File: src/rtl/game_session_ctrl_pkg.sv
// game_pkg: shared FSM state type and index-width helper for the game session controller
package game_pkg;
  localparam int ST_W = 2;
  typedef enum logic [ST_W-1:0] {ST_IDLE, ST_PLAYING, ST_TURN_END, ST_GAME_OVER} state_t;
  function automatic int idx_w(input int n);
    return (n > 1) ? $clog2(n) : 1;
  endfunction
endpackage

File: src/rtl/game_session_ctrl_if.sv
// game_session_ctrl_if: control inputs and status outputs of the game session controller
interface game_session_ctrl_if #(
  parameter int TIME_W      = 16,
  parameter int SCORE_W     = 16,
  parameter int NUM_PLAYERS = 2
);
  import game_pkg::*;
  localparam int PW = idx_w(NUM_PLAYERS);
  logic                           start;
  logic                           increment_score;
  logic                           game_active;
  logic [TIME_W-1:0]              time_left;
  logic [PW-1:0]                  player_idx;
  logic [SCORE_W-1:0]             score;
  logic [NUM_PLAYERS*SCORE_W-1:0] scores_flat;
  logic                           game_over;
  logic [PW-1:0]                  winner_idx;
  logic [SCORE_W-1:0]             high_score;
  modport master (
    output start, increment_score,
    input  game_active, time_left, player_idx, score, scores_flat, game_over, winner_idx, high_score
  );
  modport slave (
    input  start, increment_score,
    output game_active, time_left, player_idx, score, scores_flat, game_over, winner_idx, high_score
  );
endinterface

File: src/rtl/game_session_ctrl_pulse_sync.sv
// pulse_sync: two-flop synchronizer plus rising-edge detector, one pulse per input rise
module pulse_sync (
  input  logic clock,
  input  logic reset,
  input  logic async_in,
  output logic pulse_out
);
  logic r_s1, r_s2, r_s3;
  // synchronize the async input and keep the previous synchronized value for edge detection
  always_ff @(posedge clock or posedge reset) begin
    if (reset) begin
      r_s1 <= 1'b0;
      r_s2 <= 1'b0;
      r_s3 <= 1'b0;
    end else begin
      r_s1 <= async_in;
      r_s2 <= r_s1;
      r_s3 <= r_s2;
    end
  end
  assign pulse_out = r_s2 & ~r_s3;
endmodule

File: src/rtl/game_session_ctrl.sv
// game_session_ctrl: turn timer, per-player scoring and winner tracking; GAME_HIGH_SCORE_EN adds a high-score register
module game_session_ctrl
  import game_pkg::*;
#(
  parameter int TICK_DIV    = 100000000,
  parameter int ROUND_SEC   = 60,
  parameter int TIME_W      = 16,
  parameter int SCORE_W     = 16,
  parameter int NUM_PLAYERS = 2
) (
  input logic clock,
  input logic reset,
  game_session_ctrl_if.slave bus
);
  localparam int PW   = idx_w(NUM_PLAYERS);
  localparam int PS_W = (TICK_DIV > 1) ? $clog2(TICK_DIV) : 1;
  state_t             r_state;
  logic [PS_W-1:0]    r_ps;
  logic [TIME_W-1:0]  r_time;
  logic [PW-1:0]      r_player;
  logic [PW-1:0]      r_winner;
  logic               r_game_active;
  logic               r_game_over;
  logic [SCORE_W-1:0] r_scores [NUM_PLAYERS];
  logic [SCORE_W-1:0] w_next_scores [NUM_PLAYERS];
  logic [SCORE_W-1:0] w_cur;
  logic [SCORE_W-1:0] w_win_score;
  logic [PW-1:0]      w_win_idx;
  logic               w_pulse;
  logic               w_tick;
  logic               w_last_sec;
  logic               w_final;
  pulse_sync u_sync (
    .clock    (clock),
    .reset    (reset),
    .async_in (bus.increment_score),
    .pulse_out(w_pulse)
  );
  assign w_tick     = (r_state == ST_PLAYING) && (r_ps == PS_W'(TICK_DIV - 1));
  assign w_last_sec = w_tick && (r_time == TIME_W'(1));
  assign w_final    = w_last_sec && (r_player == PW'(NUM_PLAYERS - 1));
  assign w_cur      = r_scores[r_player];
  // apply a saturating score increment, then pick the highest score (lowest index wins ties)
  always_comb begin
    w_next_scores = r_scores;
    if (w_pulse && r_state == ST_PLAYING)
      w_next_scores[r_player] = (&w_cur) ? w_cur : w_cur + 1'b1;
    w_win_idx   = '0;
    w_win_score = w_next_scores[0];
    for (int p = 1; p < NUM_PLAYERS; p++)
      if (w_next_scores[p] > w_win_score) begin
        w_win_score = w_next_scores[p];
        w_win_idx   = PW'(p);
      end
  end
  // session FSM with prescaler, turn timer, score array and registered status outputs
  always_ff @(posedge clock or posedge reset) begin
    if (reset) begin
      r_state       <= ST_IDLE;
      r_ps          <= '0;
      r_time        <= '0;
      r_player      <= '0;
      r_winner      <= '0;
      r_game_active <= 1'b0;
      r_game_over   <= 1'b0;
      for (int p = 0; p < NUM_PLAYERS; p++) r_scores[p] <= '0;
    end else begin
      case (r_state)
        ST_IDLE, ST_GAME_OVER: if (bus.start) begin
          r_state       <= ST_PLAYING;
          r_ps          <= '0;
          r_time        <= TIME_W'(ROUND_SEC);
          r_player      <= '0;
          r_game_active <= 1'b1;
          r_game_over   <= 1'b0;
          for (int p = 0; p < NUM_PLAYERS; p++) r_scores[p] <= '0;
        end
        ST_PLAYING: begin
          r_scores <= w_next_scores;
          r_ps     <= w_tick ? '0 : r_ps + 1'b1;
          if (w_tick) r_time <= r_time - 1'b1;
          if (w_last_sec) begin
            r_state       <= w_final ? ST_GAME_OVER : ST_TURN_END;
            r_game_active <= 1'b0;
            r_game_over   <= w_final;
            if (w_final) r_winner <= w_win_idx;
          end
        end
        ST_TURN_END: if (bus.start) begin
          r_state       <= ST_PLAYING;
          r_ps          <= '0;
          r_time        <= TIME_W'(ROUND_SEC);
          r_player      <= r_player + 1'b1;
          r_game_active <= 1'b1;
        end
        default: r_state <= ST_IDLE;
      endcase
    end
  end
`ifdef GAME_HIGH_SCORE_EN
  logic [SCORE_W-1:0] r_high;
  // keep the best winning score of any completed game; only reset clears it
  always_ff @(posedge clock or posedge reset) begin
    if (reset) r_high <= '0;
    else if (w_final && w_win_score > r_high) r_high <= w_win_score;
  end
  assign bus.high_score = r_high;
`else
  assign bus.high_score = '0;
`endif
  for (genvar g = 0; g < NUM_PLAYERS; g++) begin : g_flat
    assign bus.scores_flat[g*SCORE_W +: SCORE_W] = r_scores[g];
  end
  assign bus.game_active = r_game_active;
  assign bus.game_over   = r_game_over;
  assign bus.time_left   = r_time;
  assign bus.player_idx  = r_player;
  assign bus.winner_idx  = r_winner;
  assign bus.score       = w_cur;
endmodule

File: src/flat_wrapper.sv
// flat-port wrapper written by rule: the top's interface ports become plain ports
module game_session_ctrl_flat import game_pkg::*;
#(
  parameter int TICK_DIV    = 100000000,
  parameter int ROUND_SEC   = 60,
  parameter int TIME_W      = 16,
  parameter int SCORE_W     = 16,
  parameter int NUM_PLAYERS = 2
)
  (clock, reset, bus_start, bus_increment_score, bus_game_active, bus_time_left, bus_player_idx, bus_score, bus_scores_flat, bus_game_over, bus_winner_idx, bus_high_score);
  game_session_ctrl_if #(.TIME_W(TIME_W), .SCORE_W(SCORE_W), .NUM_PLAYERS(NUM_PLAYERS)) bus_i ();
  input logic clock;
  input logic reset;
  input wire logic [$bits(bus_i.start)-1:0] bus_start;
  input wire logic [$bits(bus_i.increment_score)-1:0] bus_increment_score;
  output wire logic [$bits(bus_i.game_active)-1:0] bus_game_active;
  output wire logic [$bits(bus_i.time_left)-1:0] bus_time_left;
  output wire logic [$bits(bus_i.player_idx)-1:0] bus_player_idx;
  output wire logic [$bits(bus_i.score)-1:0] bus_score;
  output wire logic [$bits(bus_i.scores_flat)-1:0] bus_scores_flat;
  output wire logic [$bits(bus_i.game_over)-1:0] bus_game_over;
  output wire logic [$bits(bus_i.winner_idx)-1:0] bus_winner_idx;
  output wire logic [$bits(bus_i.high_score)-1:0] bus_high_score;
  assign bus_i.start = bus_start;
  assign bus_i.increment_score = bus_increment_score;
  assign bus_game_active = bus_i.game_active;
  assign bus_time_left = bus_i.time_left;
  assign bus_player_idx = bus_i.player_idx;
  assign bus_score = bus_i.score;
  assign bus_scores_flat = bus_i.scores_flat;
  assign bus_game_over = bus_i.game_over;
  assign bus_winner_idx = bus_i.winner_idx;
  assign bus_high_score = bus_i.high_score;
  game_session_ctrl #(.TICK_DIV(TICK_DIV), .ROUND_SEC(ROUND_SEC), .TIME_W(TIME_W), .SCORE_W(SCORE_W), .NUM_PLAYERS(NUM_PLAYERS)) u_core (.clock(clock), .reset(reset), .bus(bus_i));
endmodule
File: config.mk
export PLATFORM = sky130hd
export DESIGN_NAME = game_session_ctrl_flat
export DESIGN_NICKNAME = d
export VERILOG_FILES = /design/src/rtl/game_session_ctrl_pkg.sv /design/src/rtl/game_session_ctrl_if.sv /design/src/rtl/game_session_ctrl_pulse_sync.sv /design/src/rtl/game_session_ctrl.sv /design/src/flat_wrapper.sv
export SDC_FILE = /design/constraint.sdc
export NUM_CORES = 1
export LEC_CHECK = 0
export ABC_AREA = 1
export CAP_MARGIN = 10
export CORE_UTILIZATION = 40
export CTS_BUF_LIST = sky130_fd_sc_hd__clkbuf_8
export CTS_CLUSTER_SIZE = 40
export DETAILED_ROUTE_END_ITERATION = 7
export PLACE_DENSITY = 0.69
export SYNTH_ARGS = -nofsm -noshare
export SYNTH_HDL_FRONTEND = slang
export SYNTH_SLANG_ARGS = --single-unit
export TNS_END_PERCENT = 5
File: constraint.sdc
create_clock -name clock -period 5.25 [get_ports clock]
set_clock_uncertainty 0.2 [all_clocks]
set_input_delay 1.05 -clock clock [delete_from_list [all_inputs] [get_ports clock]]
set_output_delay 1.05 -clock clock [all_outputs]
set_load 0.03 [all_outputs]
==> impl_metrics.csv, run 1 <==
group,metric,value,unit
sta,slew_headroom,31.2,%
synth,synthCells,899,
global_route,grt_pass1_vias,5413,
floorplan,start_util,40.8,%
setup_path,crit_family,"simple AND/OR/NAND/NOR gates",
sta,setup_viol,0,
sta,min_period,3.95,ns
routing,drt-total-wl,16.2,mm
clocking,cts.sinks,84,
routing,viasPerCell,5.19,
place,dp.cells,1142,
synth,syn_avg_cell_area,6.87,um^2
synth,ys_seq_area_share,34.1,%
clocking,htree_num_levels,3,
pwr,switching_share,46.8,%
setup_path,start_kind,"register",
sta,drv_slew,0,
pwr,vdd_drop_max,0.272,mV
sta,setup_slack,1.30,ns
setup_path,critPathCaptureType,"register",
global_route,use_met3,4.33,%
floorplan,die_h,126,um
clocking,clk_pin_slew,0.09,ns
run,cap_violations,0,
clocking,insertion_delay,0.38,ns
clocking,cts_buffers,9,
place,post-place-ws,1.28,ns
global_route,antenna_found_initial,0,
global_route,grt_max_degree,59,
synth,netlist_area,6170,um^2
global_route,grt_util_met2,35.0,%
clocking,cts_resized,0,
global_route,grt_pass1_wl,26.9,mm
global_route,met1_usage,28.4,%
final_layout,final_cells,1156,
floorplan,die_x,126,um
synth,synth_cell_types,40,
final_layout,drive_above_1_share,7.02,%
final_layout,area_growth,16.0,%
setup_path,cp.arrival,4.05,ns
pwr,combinationalPowerShare,50.7,%
routing,dr.pass1.iters,5,
final_layout,nNetsFinal,991,
final_layout,antenna_cells,0,
pwr,p_seq_share,31.2,%
synth,synth_area_leaders,"dfrtp_1 34%, nand2_1 18%, nand3_1 6.4%",
routing,wl_per_cell,14.0,um
setup_path,worstPathRequired,5.35,ns
sta,rsz0062_at_grt,"false",
clocking,postCtsHoldBufs,0,
final_layout,multi_input_area,3510,um^2
synth,yosysWarnings,0,
sta,fin_crit_sh,75.2,%
setup_path,criticalPathCategory,"register to register",
clocking,cts_tree,"yes",
floorplan,core_area,15100,um^2
setup_path,crit_chain,"buf_4, nand2_1, o21ai_0, nand3_2, nor2_4, nand2_4, nand4_1, nand2_1, ha_1, nand2_1, nor4_1, nand2_1, nand2_1, nand2_1, o21ai_0",
setup_path,cpMaxStageDelayCell,"dfrtp_1",
routing,drt_iter0_markers,402,
place,port_buffers,71,
pwr,clkPwrFrac,18.1,%
pwr,p_leak,3.32,nW
routing,drc,0,
clocking,clockBufferDepth,2,
pwr,switching_power,0.00122,W
synth,ys_ff_latch,84,
final_layout,regArea,2100,um^2
setup_path,cp_slowest_stage_delay,0.77,ns
sta,max_slew.worst_pin.slew,1.03,ns
place,dp_hpwl,11.9,mm
floorplan,pin_count,88,
routing,final_antenna_net_count,0,
setup_path,critPathMaxFanout,26,
pwr,power.density,363,nW/um^2
setup_path,cp_num_buf_inv,1,
routing,vias,5999,
run_status,outcome,"completed",
pwr,finalPower,0.00260,W
place,place_congestion,0.914,
sta,setup_tns,0,ns
pwr,internal_power,0.00138,W
synth,yosysTopAreaCellShare,34.1,%
sta,hold_viol,0,
global_route,track_usage,21.1,%
clocking,cts_setup_buffers,0,
final_layout,fill_cells,1536,
clocking,cts_root_buf,"clkbuf_8",
floorplan,num_rows,45,
floorplan,die-area,15900,um^2
synth,yosysTopAreaCell,"dfrtp_1",
sta,timing.fmax,253,MHz
setup_path,timing.critical_path.mode_cell,"nand2_1",
global_route,top_usage_layer,"met2",
worst_hold_path,hold_class,"register to register",
global_route,grt.overflow.total,0,
==> worst paths after layout <==
path,startpoint,to,slack (ns),cells past startpoint
setup / recovery,u_core.bus.player_idx,u_core.bus.winner_idx,1.30,15
hold / removal,u_core.u_sync.r_s1,u_core.u_sync.r_s2,0.16,0
setup reg to reg,u_core.bus.player_idx,u_core.bus.winner_idx,1.30,15
hold reg to reg,u_core.u_sync.r_s1,u_core.u_sync.r_s2,0.16,0
max in group asynchronous,reset,u_core.r_ps[9],2.96,3
min in group asynchronous,reset,u_core.bus.scores_flat[29],0.99,2
==> synth_stat cells, drive strengths merged <==
| library cell | instances |
|---|---|
| dfrtp | 84 |
| ha | 22 |
| nand2 | 309 |
| o21ai | 64 |
| o22ai | 14 |
| nand4 | 17 |
| o221ai | 1 |
| inv | 91 |
| and3 | 2 |
| o32ai | 1 |
| clkinv | 2 |
| nor3 | 24 |
| and2 | 8 |
| nand3 | 86 |
| buf | 29 |
| xor2 | 23 |
| a21boi | 4 |
| nor2 | 70 |
| o211ai | 4 |
| nor3b | 3 |
| a21o | 2 |
| clkbuf | 10 |
| xnor2 | 1 |
| nand3b | 3 |
| a21oi | 8 |
| conb | 1 |
| nor4 | 3 |
| or2 | 9 |
| o21a | 4 |
==> kinds of logic (layout without fill, tap and decap cells) <==
family / after synthesis / count (layout) / synth area share [%]
flip-flops: 84 / 84 / 34.1
AND/OR/NAND/NOR: 534 / 534 / 38.6
other: 1 / 16 / 0.0608
adder cells (fa/ha/maj): 22 / 22 / 4.46
buffers and inverters: 132 / 186 / 9.91
XOR/XNOR: 24 / 24 / 3.41
AO/OA/AOI/OAI: 102 / 102 / 9.55
==> area by class of cell <==
cell class              count  share of cell area [%]
clock buffers              10                    1.92
clock inverters             4                   0.716
inverters                  93                    4.89
multi-input cells         698                    49.1
flip-flops and latches     84                    29.4
well taps                 188                    3.28
repair buffers             79                    10.8
==> registers in the layout (all words and copies together) (netlist names) <==
name,cells
u_core.bus.game_over,1
u_core.bus.game_active,1
u_core.u_sync.r_s2,1
u_core.bus.scores_flat,32
u_core.u_sync.r_s3,1
u_core.r_ps,27
u_core.bus.time_left,16
u_core.r_state,2
u_core.bus.player_idx,1
u_core.bus.winner_idx,1
u_core.u_sync.r_s1,1
==> through the flow <==
step	hold WS [ns]	cell area (um^2)	util, %
after floorplan	0.131	6230	-
after global placement	0.151	6970	46.0
after detailed placement	0.140	6970	46.0
after CTS	0.165	7160	47.3
after global routing	0.169	7160	47.3
final	0.163	7160	47.3
==> power groups by stage <==
| stage | combinational, W | sequential, W | clock [W] |
|---|---|---|---|
| 2_1_floorplan | 0.000799 | 0.000917 | 0 |
| 3_3_place_gp | 0.00130 | 0.000825 | 0 |
| 3_5_place_dp | 0.00132 | 0.000823 | 0 |
| 4_1_cts | 0.00132 | 0.000811 | 0.000480 |
| 5_1_grt | 0.00145 | 0.000824 | 0.000509 |
| 6_report | 0.00132 | 0.000812 | 0.000471 |
==> cells in the final DEF, fill, tap and decap left out, drive strengths merged, types with 14 or more instances in the layout <==
cell type / count
clkdlybuf4s50: 71
dfrtp: 84
nand3: 86
inv: 90
xor2: 23
o22ai: 14
nand2: 309
ha: 22
nor2: 70
conb: 16
nand4: 17
o21ai: 64
nor3: 24
==> routing by layer <==
| metal | routed length (um) | vias up |
|---|---|---|
| li1 | - | 3015 |
| met1 | 7560 | 2795 |
| met2 | 7550 | 180 |
| met3 | 926 | 9 |
| met4 | 138 | 0 |
| met5 | 0 | - |
Power figures use the tool's default switching activity.
==> run 2: changes to the inputs <==
clock period = 3.9 ns   (was 5.25 ns; I/O delays follow)
==> run 2 against run 1 <==
  * Combinational power rose by 36%
  * Worst setup slack got worse by 0.92 ns
  * Cell count rose by 0.35%
  * First-iteration DRC count rose by 29%
  * Worst hold slack got worse by 0.0060 ns
  * Wire length rose by 1.9%
  * Largest cell class unchanged
  * Highest routed layer unchanged
==> impl_metrics.csv, run 2 (synthesis results as in run 1) <==
group,metric,value,unit
run_status,outcome,"completed",
floorplan,start_util,40.8,%
final_layout,nNetsFinal,994,
routing,wl_per_cell,14.2,um
global_route,grt_max_degree,68,
setup_path,crit_chain,"clkinv_2, nand2_1, nand2_1, ha_1, nand3_2, nor2_4, nand2_4, nand4_1, nand2_1, ha_1, nand2_1, nor4_1, nand2_1, nand2_1, nand2_1, o21ai_0",
routing,viasPerCell,5.21,
routing,drt-total-wl,16.5,mm
routing,drt_iter0_markers,517,
global_route,track_usage,21.8,%
routing,vias,6046,
clocking,cts_tree,"yes",
final_layout,drive_above_1_share,7.41,%
sta,hold_viol,0,
setup_path,crit_family,"simple AND/OR/NAND/NOR gates",
setup_path,worstPathRequired,4.00,ns
floorplan,pin_count,88,
sta,hold_ws,0.157,ns
sta,slew_headroom,49.3,%
global_route,grt.overflow.total,0,
clocking,cts_root_buf,"clkbuf_8",
clocking,cts.sinks,84,
place,port_buffers,71,
setup_path,criticalPathCategory,"register to register",
routing,dr.pass1.iters,5,
final_layout,fill_cells,1524,
setup_path,cp_num_buf_inv,1,
floorplan,die_x,126,um
setup_path,critPathCaptureType,"register",
sta,min_period,3.52,ns
setup_path,timing.critical_path.mode_cell,"nand2_1",
place,place_congestion,0.901,
sta,drv_slew,0,
sta,setup_tns,0,ns
pwr,p_leak,3.37,nW
sta,timing.fmax,284,MHz
routing,drc,0,
final_layout,area_growth,17.6,%
final_layout,antenna_cells,0,
pwr,vdd_drop_max,0.304,mV
clocking,cts_setup_buffers,0,
final_layout,largest_reg_flops,32,
clocking,htree_num_levels,3,
floorplan,num_rows,45,
final_layout,final_cell_mix,"302 x nand2_1, 88 x inv_1, 84 x dfrtp_1",
floorplan,die_h,126,um
sta,max_slew.worst_pin.slew,0.758,ns
pwr,power.density,506,nW/um^2
setup_path,worstSetupPathDepth,16,
sta,fin_crit_sh,90.3,%
worst_hold_path,whs_path_depth,0,
routing,final_antenna_net_count,0,
setup_path,critPathMaxFanout,26,
final_layout,regArea,2100,um^2
setup_path,cpMaxStageDelayCell,"nor4_1",
setup_path,cp_slowest_stage_delay,0.44,ns
sta,setup_viol,0,
place,dp_hpwl,12.0,mm
floorplan,core_area,15100,um^2
clocking,clockBufferDepth,2,
sta,rsz0062_at_grt,"false",
setup_path,start_kind,"register",
run,cap_violations,0,
final_layout,multi_input_area,3510,um^2
floorplan,die-area,15900,um^2
clocking,insertion_delay,0.38,ns
final_layout,final_common_cell,"nand2_1",
global_route,grt_pass1_wl,27.8,mm
clocking,cts_buffers,9,
global_route,grt_pass1_vias,5561,
setup_path,reg2reg_depth,16,
global_route,antenna_found_initial,0,
clocking,clk_pin_slew,0.09,ns
setup_path,cp.arrival,3.63,ns
worst_hold_path,hold_class,"register to register",
==> run 2: stage by stage <==
| step | total power, W | std cells | setup WS [ns] | utilization [%] | instance area [um^2] |
|---|---|---|---|---|---|
| 2_1_floorplan | 0.00231 | 914 | 0.265 | - | 6230 |
| 3_3_place_gp | 0.00289 | 1145 | 0.451 | 46.4 | 7020 |
| 3_5_place_dp | 0.00291 | 1145 | 0.331 | 46.4 | 7020 |
| 4_1_cts | 0.00369 | 1160 | 0.278 | 47.9 | 7260 |
| 5_1_grt | 0.00392 | 1160 | 0.0441 | 47.9 | 7260 |
| 6_report | 0.00367 | 1160 | 0.377 | 47.9 | 7260 |
==> run 2: per-layer routing <==
metal	share of wire (%)	global-route usage (%)	vias up
met5	0	0	-
met2	46	36.0	190
li1	-	-	3029
met4	1.3	6.02	0
met3	5.6	4.21	18
met1	47	29.0	2809
==> run 2: final cells by class <==
type / count / area share (%)
flip-flops and latches: 84 / 29.0
clock inverters: 6 / 1.55
inverters: 93 / 4.84
multi-input cells: 698 / 48.4
well taps: 188 / 3.24
clock buffers: 9 / 1.71
repair buffers: 82 / 11.3
==> run 2: power by group <==
part	total, W	internal, W	switching (W)
Combinational	0.00180	0.000595	0.00121
Sequential	0.00110	0.000977	0.000120
Clock	0.000770	0.000424	0.000346
Total	0.00367	0.00200	0.00167
==> run 2: worst paths after layout <==
path | start | endpoint | slack, ns
worst min register to register | u_core.u_sync.r_s1 | u_core.u_sync.r_s2 | 0.16
max in group asynchronous | reset | u_core.bus.scores_flat[6] | 2.37
worst max register to register | u_core.bus.player_idx | u_core.bus.winner_idx | 0.38
worst max-delay path | u_core.bus.player_idx | u_core.bus.winner_idx | 0.38
min in group asynchronous | reset | u_core.bus.scores_flat[29] | 0.47
worst min-delay path | u_core.u_sync.r_s1 | u_core.u_sync.r_s2 | 0.16
==> run 2: repair_timing <==
item	in CTS	in global routing
gates resized for setup	0	1
endpoints found under the setup margin	0	1
hold buffers	0	0
==> run 3: changes to the inputs <==
CTS_BUF_LIST = unset   (was sky130_fd_sc_hd__clkbuf_8)
==> run 3 against run 2 <==
  * Clock power rose by 29%
  * Combinational power barely moved
  * Worst hold slack got worse by 0.0054 ns
  * Register-to-register slack barely moved
  * Clock-buffer cell count did not move
  * Non-clock buffer count did not move
  * Sequential share of layout area fell by 0.40 points
  * First-iteration DRC count rose by 13%
  * Core utilization rose by 0.67 points
  * Critical path type unchanged
  * Critical endpoint unchanged
==> impl_metrics.csv, run 3 (synthesis results as in run 1) <==
group,metric,value,unit
setup_path,reg2reg_depth,18,
clocking,clk_pin_slew,0.07,ns
pwr,p_seq_share,28.2,%
global_route,grt_pass1_vias,5569,
sta,rsz0062_at_grt,"false",
pwr,p_leak,3.42,nW
final_layout,multi_input_area,3510,um^2
pwr,power.density,530,nW/um^2
place,place_congestion,0.901,
global_route,track_usage,22.0,%
setup_path,reg2reg_to,"u_core.bus.winner_idx",
setup_path,critPathMaxFanout,26,
sta,setup_viol,0,
final_layout,antenna_cells,0,
setup_path,setup.worst_path.end,"u_core.bus.winner_idx",
sta,timing.fmax,284,MHz
clocking,clockBufferDepth,2,
pwr,vdd_drop_max,0.291,mV
clocking,insertion_delay,0.35,ns
global_route,grt.overflow.total,0,
sta,drv_slew,0,
final_layout,largest_reg_flops,32,
pwr,clkPwrFrac,25.6,%
global_route,antenna_found_initial,0,
routing,drc,0,
routing,wl_per_cell,14.3,um
final_layout,drive_above_1_share,7.41,%
run,cap_violations,0,
sta,fin_crit_sh,90.3,%
clocking,postCtsHoldBufs,0,
pwr,combinationalPowerShare,46.2,%
final_layout,final_cells,1160,
setup_path,worstReg2RegStart,"u_core.bus.player_idx",
final_layout,area_growth,19.2,%
clocking,htree_num_levels,3,
setup_path,cp.arrival,3.55,ns
worst_hold_path,hold_class,"register to register",
final_layout,final_common_cell,"nand2_1",
setup_path,crit_path_start,"u_core.bus.player_idx",
global_route,grt_max_degree,68,
floorplan,die_x,126,um
place,dp.cells,1145,
place,dp_hpwl,12.0,mm
setup_path,criticalPathCategory,"register to register",
clocking,cts_buffers,9,
global_route,grt_pass1_wl,28.1,mm
floorplan,die_h,126,um
sta,setup_tns,0,ns
routing,viasPerCell,5.22,
routing,drt_iter0_markers,582,
routing,dr.pass1.iters,5,
run_status,outcome,"completed",
setup_path,worstPathRequired,3.93,ns
sta,hold_viol,0,
pwr,switching_share,43.6,%
floorplan,die-area,15900,um^2
clocking,cts.sinks,84,
final_layout,regArea,2100,um^2
final_layout,fill_cells,1512,
clocking,cts_tree,"yes",
floorplan,start_util,40.8,%
sta,slew_headroom,49.9,%
setup_path,start_kind,"register",
sta,max_slew.worst_pin.slew,0.749,ns
routing,final_antenna_net_count,0,
final_layout,final_cell_mix,"302 x nand2_1, 88 x inv_1, 84 x dfrtp_1",
routing,vias,6056,
sta,min_period,3.52,ns
pwr,internal_power,0.00220,W
floorplan,core_area,15100,um^2
place,port_buffers,71,
final_layout,nNetsFinal,994,
clocking,cts_root_buf,"clkbuf_16",
floorplan,num_rows,45,
setup_path,critPathCaptureType,"register",
setup_path,r2r_slack,0.38,ns
routing,drt-total-wl,16.6,mm
pwr,switching_power,0.00170,W
floorplan,pin_count,88,
## run 3: cell counts in the layout (fill, tap and decap cells not counted)
No cell type changed its count.
## run 3: area by class of cell
cell class                 count  area share (%)
clock inverter                 6            1.53
multi-input combinational    698            47.8
timing repair buffer          82            11.1
sequential                    84            28.6
tap                          188            3.20
inverter                      93            4.78
clock buffer                   9            3.06
## run 3: worst min-delay path by stage
stage	startpoint	endpoint	slack [ns]	depth (start not counted)
2_1_floorplan	u_core.u_sync.r_s1	u_core.u_sync.r_s2	0.13	0
3_3_place_gp	u_core.u_sync.r_s1	u_core.u_sync.r_s2	0.13	0
3_5_place_dp	u_core.u_sync.r_s1	u_core.u_sync.r_s2	0.14	0
4_1_cts	u_core.u_sync.r_s1	u_core.u_sync.r_s2	0.15	0
5_1_grt	u_core.u_sync.r_s1	u_core.u_sync.r_s2	0.17	0
6_report	u_core.u_sync.r_s1	u_core.u_sync.r_s2	0.15	0
## run 3: what timing repair did
action,4_1_cts,5_1_grt
setup buffers,0,0
setup endpoints to repair,0,1
hold endpoints to repair,0,0
gates resized for setup,0,1
## run 3: metrics by stage
step	utilization (%)	hold WS [ns]	setup WS (ns)	area, um^2	total power, W
6_report	48.6	0.151	0.377	7360	0.00390
5_1_grt	48.6	0.169	0.0273	7360	0.00415
4_1_cts	48.6	0.155	0.283	7360	0.00392
3_5_place_dp	46.4	0.140	0.331	7020	0.00291
3_3_place_gp	46.4	0.135	0.451	7020	0.00289
2_1_floorplan	-	0.131	0.265	6230	0.00231
## run 3: critical path, stage by stage (launching register included)
cell and delay, ns:
dfrtp_1 0.42, clkinv_2 0.26, nand2_1 0.08, nand2_1 0.15
ha_1 0.22, nand3_2 0.16, nor2_4 0.28, nand2_4 0.24
nand3_2 0.15, o21ai_0 0.09, ha_1 0.32, a21oi_1 0.13
nor2_1 0.06, nor3b_1 0.25, o21ai_0 0.14, nand2_1 0.07
nand2_1 0.04, nand2_1 0.05, o21ai_0 0.07
## run 3: per-layer routing
layer	up-vias	track usage, %	share of wire (%)
li1	3028	-	-
met4	0	5.46	1.3
met1	2777	29.1	46
met2	232	37.0	47
met3	19	4.16	5.9
met5	-	0	0
## run 3: power by group through the flow
stage | registers (W) | clock network [W] | logic (W)
floorplan | 0.00123 | 0 | 0.00108
finish | 0.00110 | 0.000997 | 0.00180
global placement | 0.00111 | 0 | 0.00178
CTS | 0.00110 | 0.00102 | 0.00181
global route | 0.00112 | 0.00105 | 0.00199
detailed placement | 0.00111 | 0 | 0.00179
